### src/rtl/serial_parity_rx.sv
// Serial frame receiver: start(0), DATA_W data bits LSB-first, parity, stop(1).
// Presents the received word with a one-cycle valid strobe plus parity/framing error flags.
module serial_parity_rx #(
  parameter int unsigned DATA_W     = 8,
  parameter bit          ODD_PARITY = 1'b0
) (
  input  logic              clk,
  input  logic              rst_n,
  input  logic              bit_in,
  input  logic              bit_valid,
  output logic [DATA_W-1:0] data_out,
  output logic              data_valid,
  output logic              parity_err,
  output logic              frame_err,
  output logic              busy
);

  localparam int unsigned CNT_W = $clog2(DATA_W) + 1;

  typedef enum logic [1:0] {
    IDLE,
    DATA,
    PARITY,
    STOP
  } state_t;

  state_t             state;
  logic [CNT_W-1:0]   bit_cnt;
  logic [DATA_W-1:0]  shift_reg;
  logic               par_acc;
  logic               par_mismatch;

  // Frame FSM; every register holds on cycles without bit_valid except the strobe.
  always_ff @(posedge clk or negedge rst_n) begin
    if (!rst_n) begin
      state        <= IDLE;
      bit_cnt      <= '0;
      shift_reg    <= '0;
      par_acc      <= 1'b0;
      par_mismatch <= 1'b0;
      data_out     <= '0;
      data_valid   <= 1'b0;
      parity_err   <= 1'b0;
      frame_err    <= 1'b0;
      busy         <= 1'b0;
    end else begin
      data_valid <= 1'b0;
      if (bit_valid) begin
        case (state)
          IDLE: begin
            if (!bit_in) begin
              state   <= DATA;
              bit_cnt <= '0;
              par_acc <= 1'b0;
              busy    <= 1'b1;
            end
          end
          DATA: begin
            // LSB arrives first, so after DATA_W shifts it sits in bit 0
            shift_reg <= {bit_in, shift_reg[DATA_W-1:1]};
            par_acc   <= par_acc ^ bit_in;
            bit_cnt   <= bit_cnt + CNT_W'(1);
            if (bit_cnt == CNT_W'(DATA_W - 1)) begin
              state <= PARITY;
            end
          end
          PARITY: begin
            par_mismatch <= bit_in ^ (par_acc ^ ODD_PARITY);
            state        <= STOP;
          end
          STOP: begin
            // A low stop bit is flagged only; it never doubles as a start bit
            data_out   <= shift_reg;
            parity_err <= par_mismatch;
            frame_err  <= ~bit_in;
            data_valid <= 1'b1;
            busy       <= 1'b0;
            state      <= IDLE;
          end
          default: begin
            state <= IDLE;
            busy  <= 1'b0;
          end
        endcase
      end
    end
  end

endmodule

### config.mk
export PLATFORM = sky130hd
export DESIGN_NAME = serial_parity_rx
export DESIGN_NICKNAME = d
export VERILOG_FILES = /design/src/rtl/serial_parity_rx.sv
export SDC_FILE = /design/constraint.sdc
export NUM_CORES = 1
export LEC_CHECK = 0
export CAP_MARGIN = 20
export CORE_MARGIN = 2
export CORE_UTILIZATION = 47
export CTS_BUF_LIST = sky130_fd_sc_hd__clkbuf_8
export CTS_CLUSTER_DIAMETER = 60
export CTS_CLUSTER_SIZE = 16
export DETAILED_ROUTE_END_ITERATION = 12
export GPL_TIMING_DRIVEN = 0
export MAX_ROUTING_LAYER = met4
export PLACE_DENSITY_LB_ADDON = 0.3
export SETUP_SLACK_MARGIN = 0.3
export SYNTH_ARGS = -nofsm -noshare
export SYNTH_HDL_FRONTEND = slang
export SYNTH_SLANG_ARGS = --single-unit
### constraint.sdc
create_clock -name clk -period 1.7 [get_ports clk]
set_input_delay 0.255 -clock clk [delete_from_list [all_inputs] [get_ports clk]]
set_output_delay 0.255 -clock clk [all_outputs]
set_load 0.02 [all_outputs]
# Word level (Yosys, flattened, before mapping)
# Cells that the tools add are included.
word_totals:
  regBits: 28
  in_bits: 4
  output_inout_bits: 12
  elab_cells: 39
classes:
  n_addsub: 1
  n_eq_ne: 6
  mux: 11
  n_bitwise: 2
  n_reduce_logical: 9
ops:
  columns: ["op", "count"]
  rows:
  - ["$reduce_and A3 Y1", 3]
  - ["$pmux W2 S4", 1]
  - ["$pmux W4 S2", 1]
  - ["$reduce_and A2 Y1", 3]
  - ["$add A4 B1 Y4 const B", 1]
  - ["$eq A2 B2 Y1 const B", 2]
  - ["$eq A4 B3 Y1 const B", 1]
  - ["$mux W1", 4]
  - ["$mux W2", 2]
  - ["$mux W4", 1]
  - ["$ne A2 B2 Y1 const B", 2]
  - ["$pmux W1 S2", 2]
  - ["$reduce_bool A2 Y1", 2]
  - ["$eq A2 B1 Y1 const B", 1]
  - ["$logic_not A2 Y1", 1]
  - ["$not A1 Y1", 1]
  - ["$xor A1 B1 Y1", 1]

# Longest topological paths before layout
logic_depth:
  depth_word: 3
  depth_mapped: 6

# Worst setup path after synthesis
# No wires, ideal clock.
synth_path:
  kind: "flip-flop to flip-flop"
  start: "register state[0]"
  end: "register state[1]"
  t_arrival_ns: 1.440
  path_slack_ns: 0.133
  stages_incl_launch_ff: 7
  path_buffers: 1
  period_less_slack_ns: 1.567
  cell_sequence: "dfrtp_1 inv_1 ha_1 buf_4 a21bo_4 a21oi_4 mux2_1"
synth_between:
  elab_chain_len: 3
  elab_cells_between_ends: 8
  cone_classes: "5 x eq/ne; 1 x mux; 2 x reduce/logical"
synth_rtl:
  columns: ["element", "line_no", "source"]
  rows:
  - ["start: declaration", "27", "state_t state;"]
  - ["start signal: assignment", "36", "state <= IDLE;"]
  - ["start signal: assignment", "52", "state <= DATA;"]
  - ["start signal: assignment", "64", "state <= PARITY;"]
  - ["$eq A2 B1 Y1 or $logic_not A2 Y1 (tied branches)", "49", "case (state)"]
  - ["$ne A2 B2 Y1 (no source line)", null, null]
  - ["$reduce_and A3 Y1 (no source line)", null, null]
# Several ways; a longest one is shown, not always the timed one.
# A chain may end at the register's enable or synchronous reset.

# Worst setup path in the final report
layout_path:
  start: "register state[1]"
  end: "register state[1]"
# Same word-level chain as after synthesis.

==> results by group <==
Timing
  – FMAX: around 650 MHz
  – Final hold vios: 0
  – Slew @ Worst Pin: ~0.61 ns
  – Setup-failing EPs final: 0
  – Final Max Tran Viols: 0
  – Max-Slew Margin vs Limit: ~59%
  – Setup Skew: roughly 0.0068 ns
  – Final Cycle Share: around nine tenths
  – Fin Setup TNS: 0 ns
  – RSZ-0062 raised after global routing: true
  – Final min period: about 1.5 ns

Critical path
  – Crit. End Element: flip-flop
  – Crit path launch type: flip-flop
  – CP max stage cell: dfrtp_1
  – Worst path cell trace: inv_2 > ha_4 > buf_8 > a21bo_4 > a21oi_4 > mux2_4
  – WP data required: between 1.5 and 2 ns
  – Largest stage delay on the critical path: around 0.40 ns
  – Crit path kind: flip-flop to flip-flop
  – Critical path arrival: between 1.5 and 2 ns
  – Max FO, Critical Path: 3

Cells and area
  – Most frequent cells in the layout: 28 x dfrtp_1, 19 x buf_4, 17 x mux2_2
  – Final Core Density: 69.03%
  – Share of layout cells above drive strength 1: between 40% and 50%
  – Nets: 145
  – Number of diodes: 0
  – Area grow syn2layout: 36.44%
  – Non-filler cells, final: ~160
  – Commonest non-fill, non-tap cell in the layout: dfrtp_1

Logic synthesis
  – Synth area leaders: dfrtp_1 54%, mux2_2 15%, ha_1 5.8%
  – Synth Area per Inst: between 10 and 15 µm²
  – Synthesized flop and latch total: 28
  – Area leader, netlist: dfrtp_1
  – Yosys warning total: 0
  – Mapped Area: roughly 1300 µm²
  – Cells after synthesis: a little under 100
  – Synth Net Count: 108
  – Post-synth top area share: between 50% and 60%
  – EDFF count, synth: 0
  – Post-synth top flop: dfrtp_1
  – Post-synthesis sequential area ratio: a little over half
  – FFs w/ async S/R, synth: 100.0%
  – Distinct cells, synth: 26

Status
  – Status: finished, final reports clean

Pwr
  – P per Cell Area: approximately 1900 nW/µm²
  – Leakage: 0.8167 nW
  – Peak VDD IR: between 1 and 1.5 mV

Clocking
  – Root buffer cell: clkbuf_8
  – CTS tree: built
  – TritonCTS Sinks: 28
  – Hold_buf cts: 0
  – CTS clk-pin slew, worst paths: 0.10 ns
  – Clock Latency Late Sink: around 0.28 ns
  – Cts bufs inserted: 3
  – Clk buf depth: 2
  – H-tree levels: 1

Placed design
  – Gpl congestion: ~0.77
  – Final HPWL from detailed placement: 1501 µm
  – PortBufs: 13
  – DP Cell Count: about 140

Route
  – DR iter-0 viols: 8
  – WL final: ~2500 µm
  – DRT Pass-1 Iters: 4
  – Detail Route Antenna Nets: 0
  – Vias per cell: ~5.4
  – DRC Markers: 0
  – Vias post-DR: around 880
  – WL/cell: ~15 µm

GRT
  – Remaining global-route overflow: 0
  – Number of global-route vias before repair: a little under 900
  – First-pass GRT wire length: ~4100 µm
  – GRT Util Overall: about 17%
  – Pin count of the biggest net entering global routing: 19
  – Antenna violations before repair: 0

Floorplanning
  – Starting Density: 50.59%
  – DIE AREA: between 3000 and 4000 µm²
  – I/O pin cnt: 16
  – Die height: 56.34 µm
  – Rows: 18
  – Core area: around 2500 µm²
  – Die X-Extent: 56.34 µm

Job
  – Max-Cap Viols: 0

Worst hold path
  – Min-Delay Path Class: input pin to flip-flop
-- cell type report --
| cell class | instances | area, µm² |
|---|---|---|
| multi-input combinational | 61 | 598.1 |
| tap | 30 | 37.54 |
| sequential | 28 | 700.7 |
| clock inverter | 1 | 30.03 |
| inverter | 4 | 15.01 |
| fill | 192 | 788.3 |
| timing repair buffer | 32 | 281.5 |
| clock buffer | 3 | 41.29 |
| buffer | 5 | 52.55 |
-- worst max-delay path: cells and delay by family (launching register included) --
family | cells | cell delay [ns]
AOI/OAI and AO/OA | 2 | 0.36
muxes | 1 | 0.31
buffers and inverters | 2 | 0.18
DFF | 1 | 0.40
adders and majority gates | 1 | 0.16
-- timing repair --
| item | in CTS | in global routing |
|---|---|---|
| pin swaps | 4 | 7 |
| gates cloned | 1 | 0 |
| setup buffers | 12 | 5 |
| resized for setup | 25 | 8 |
| setup endpoints to repair | 33 | 25 |
-- worst paths after layout --
path                           start      endpoint  slack, ns  cells after the start
max reg2reg                 state[1]      state[1]       0.17                      6
min reg2reg                frame_err     frame_err       0.49                      2
max                         state[1]      state[1]       0.17                      6
max in group asynchronous      rst_n  shift_reg[3]       0.86                      2
min                           bit_in     frame_err       0.25                      2
min in group asynchronous      rst_n     frame_err       0.34                      1
-- cell families after synthesis --
| kind of cell | synth area share [%] |
|---|---|
| flip-flops | 54.42 |
| XOR/XNOR | 0.6804 |
| AND/OR/NAND/NOR | 6.706 |
| multiplexers | 16.52 |
| adder cells (fa/ha/maj) | 5.831 |
| buffers and inverters | 4.082 |
| AO/OA/AOI/OAI | 11.76 |
-- routing by layer --
| layer | global-route usage, % | wire (µm) | up-vias |
|---|---|---|---|
| met5 | - | 0 | - |
| met4 | 7.143 | 44 | 0 |
| met3 | 2.304 | 65 | 5 |
| met2 | 27.90 | 1238 | 15 |
| met1 | 22.21 | 1116 | 445 |
| li1 | - | - | 416 |
-- report_power, final --
part	switching [W]	internal, W
sequential	0.000209	0.000983
combinational	0.000751	0.000880
clock	0.000221	0.000316
total	0.00118	0.00218
-- synthesized netlist by cell type, types with 2 or more instances --
master,number
dfrtp_1,28
mux2_2,17
ha_1,6
o21ai_0,6
buf_4,5
nand2_1,5
a21oi_1,4
inv_1,4
nand3b_1,3
nand2b_1,2
nor2_1,2
nor3_1,2
-- through the flow --
step	total power [W]	area [µm²]	hold slack, ns	setup WS (ns)
floorplan	0.002072	1308	-0.04059	0.2137
global placement	0.002470	1475	0.4610	-0.02255
detailed placement	0.002545	1503	0.4804	0.1128
CTS	0.003228	1697	0.2430	0.1717
global route	0.003561	1757	0.2892	0.1148
finish	0.003361	1757	0.2494	0.1727
No activity file was read; power rests on OpenSTA's default activity.
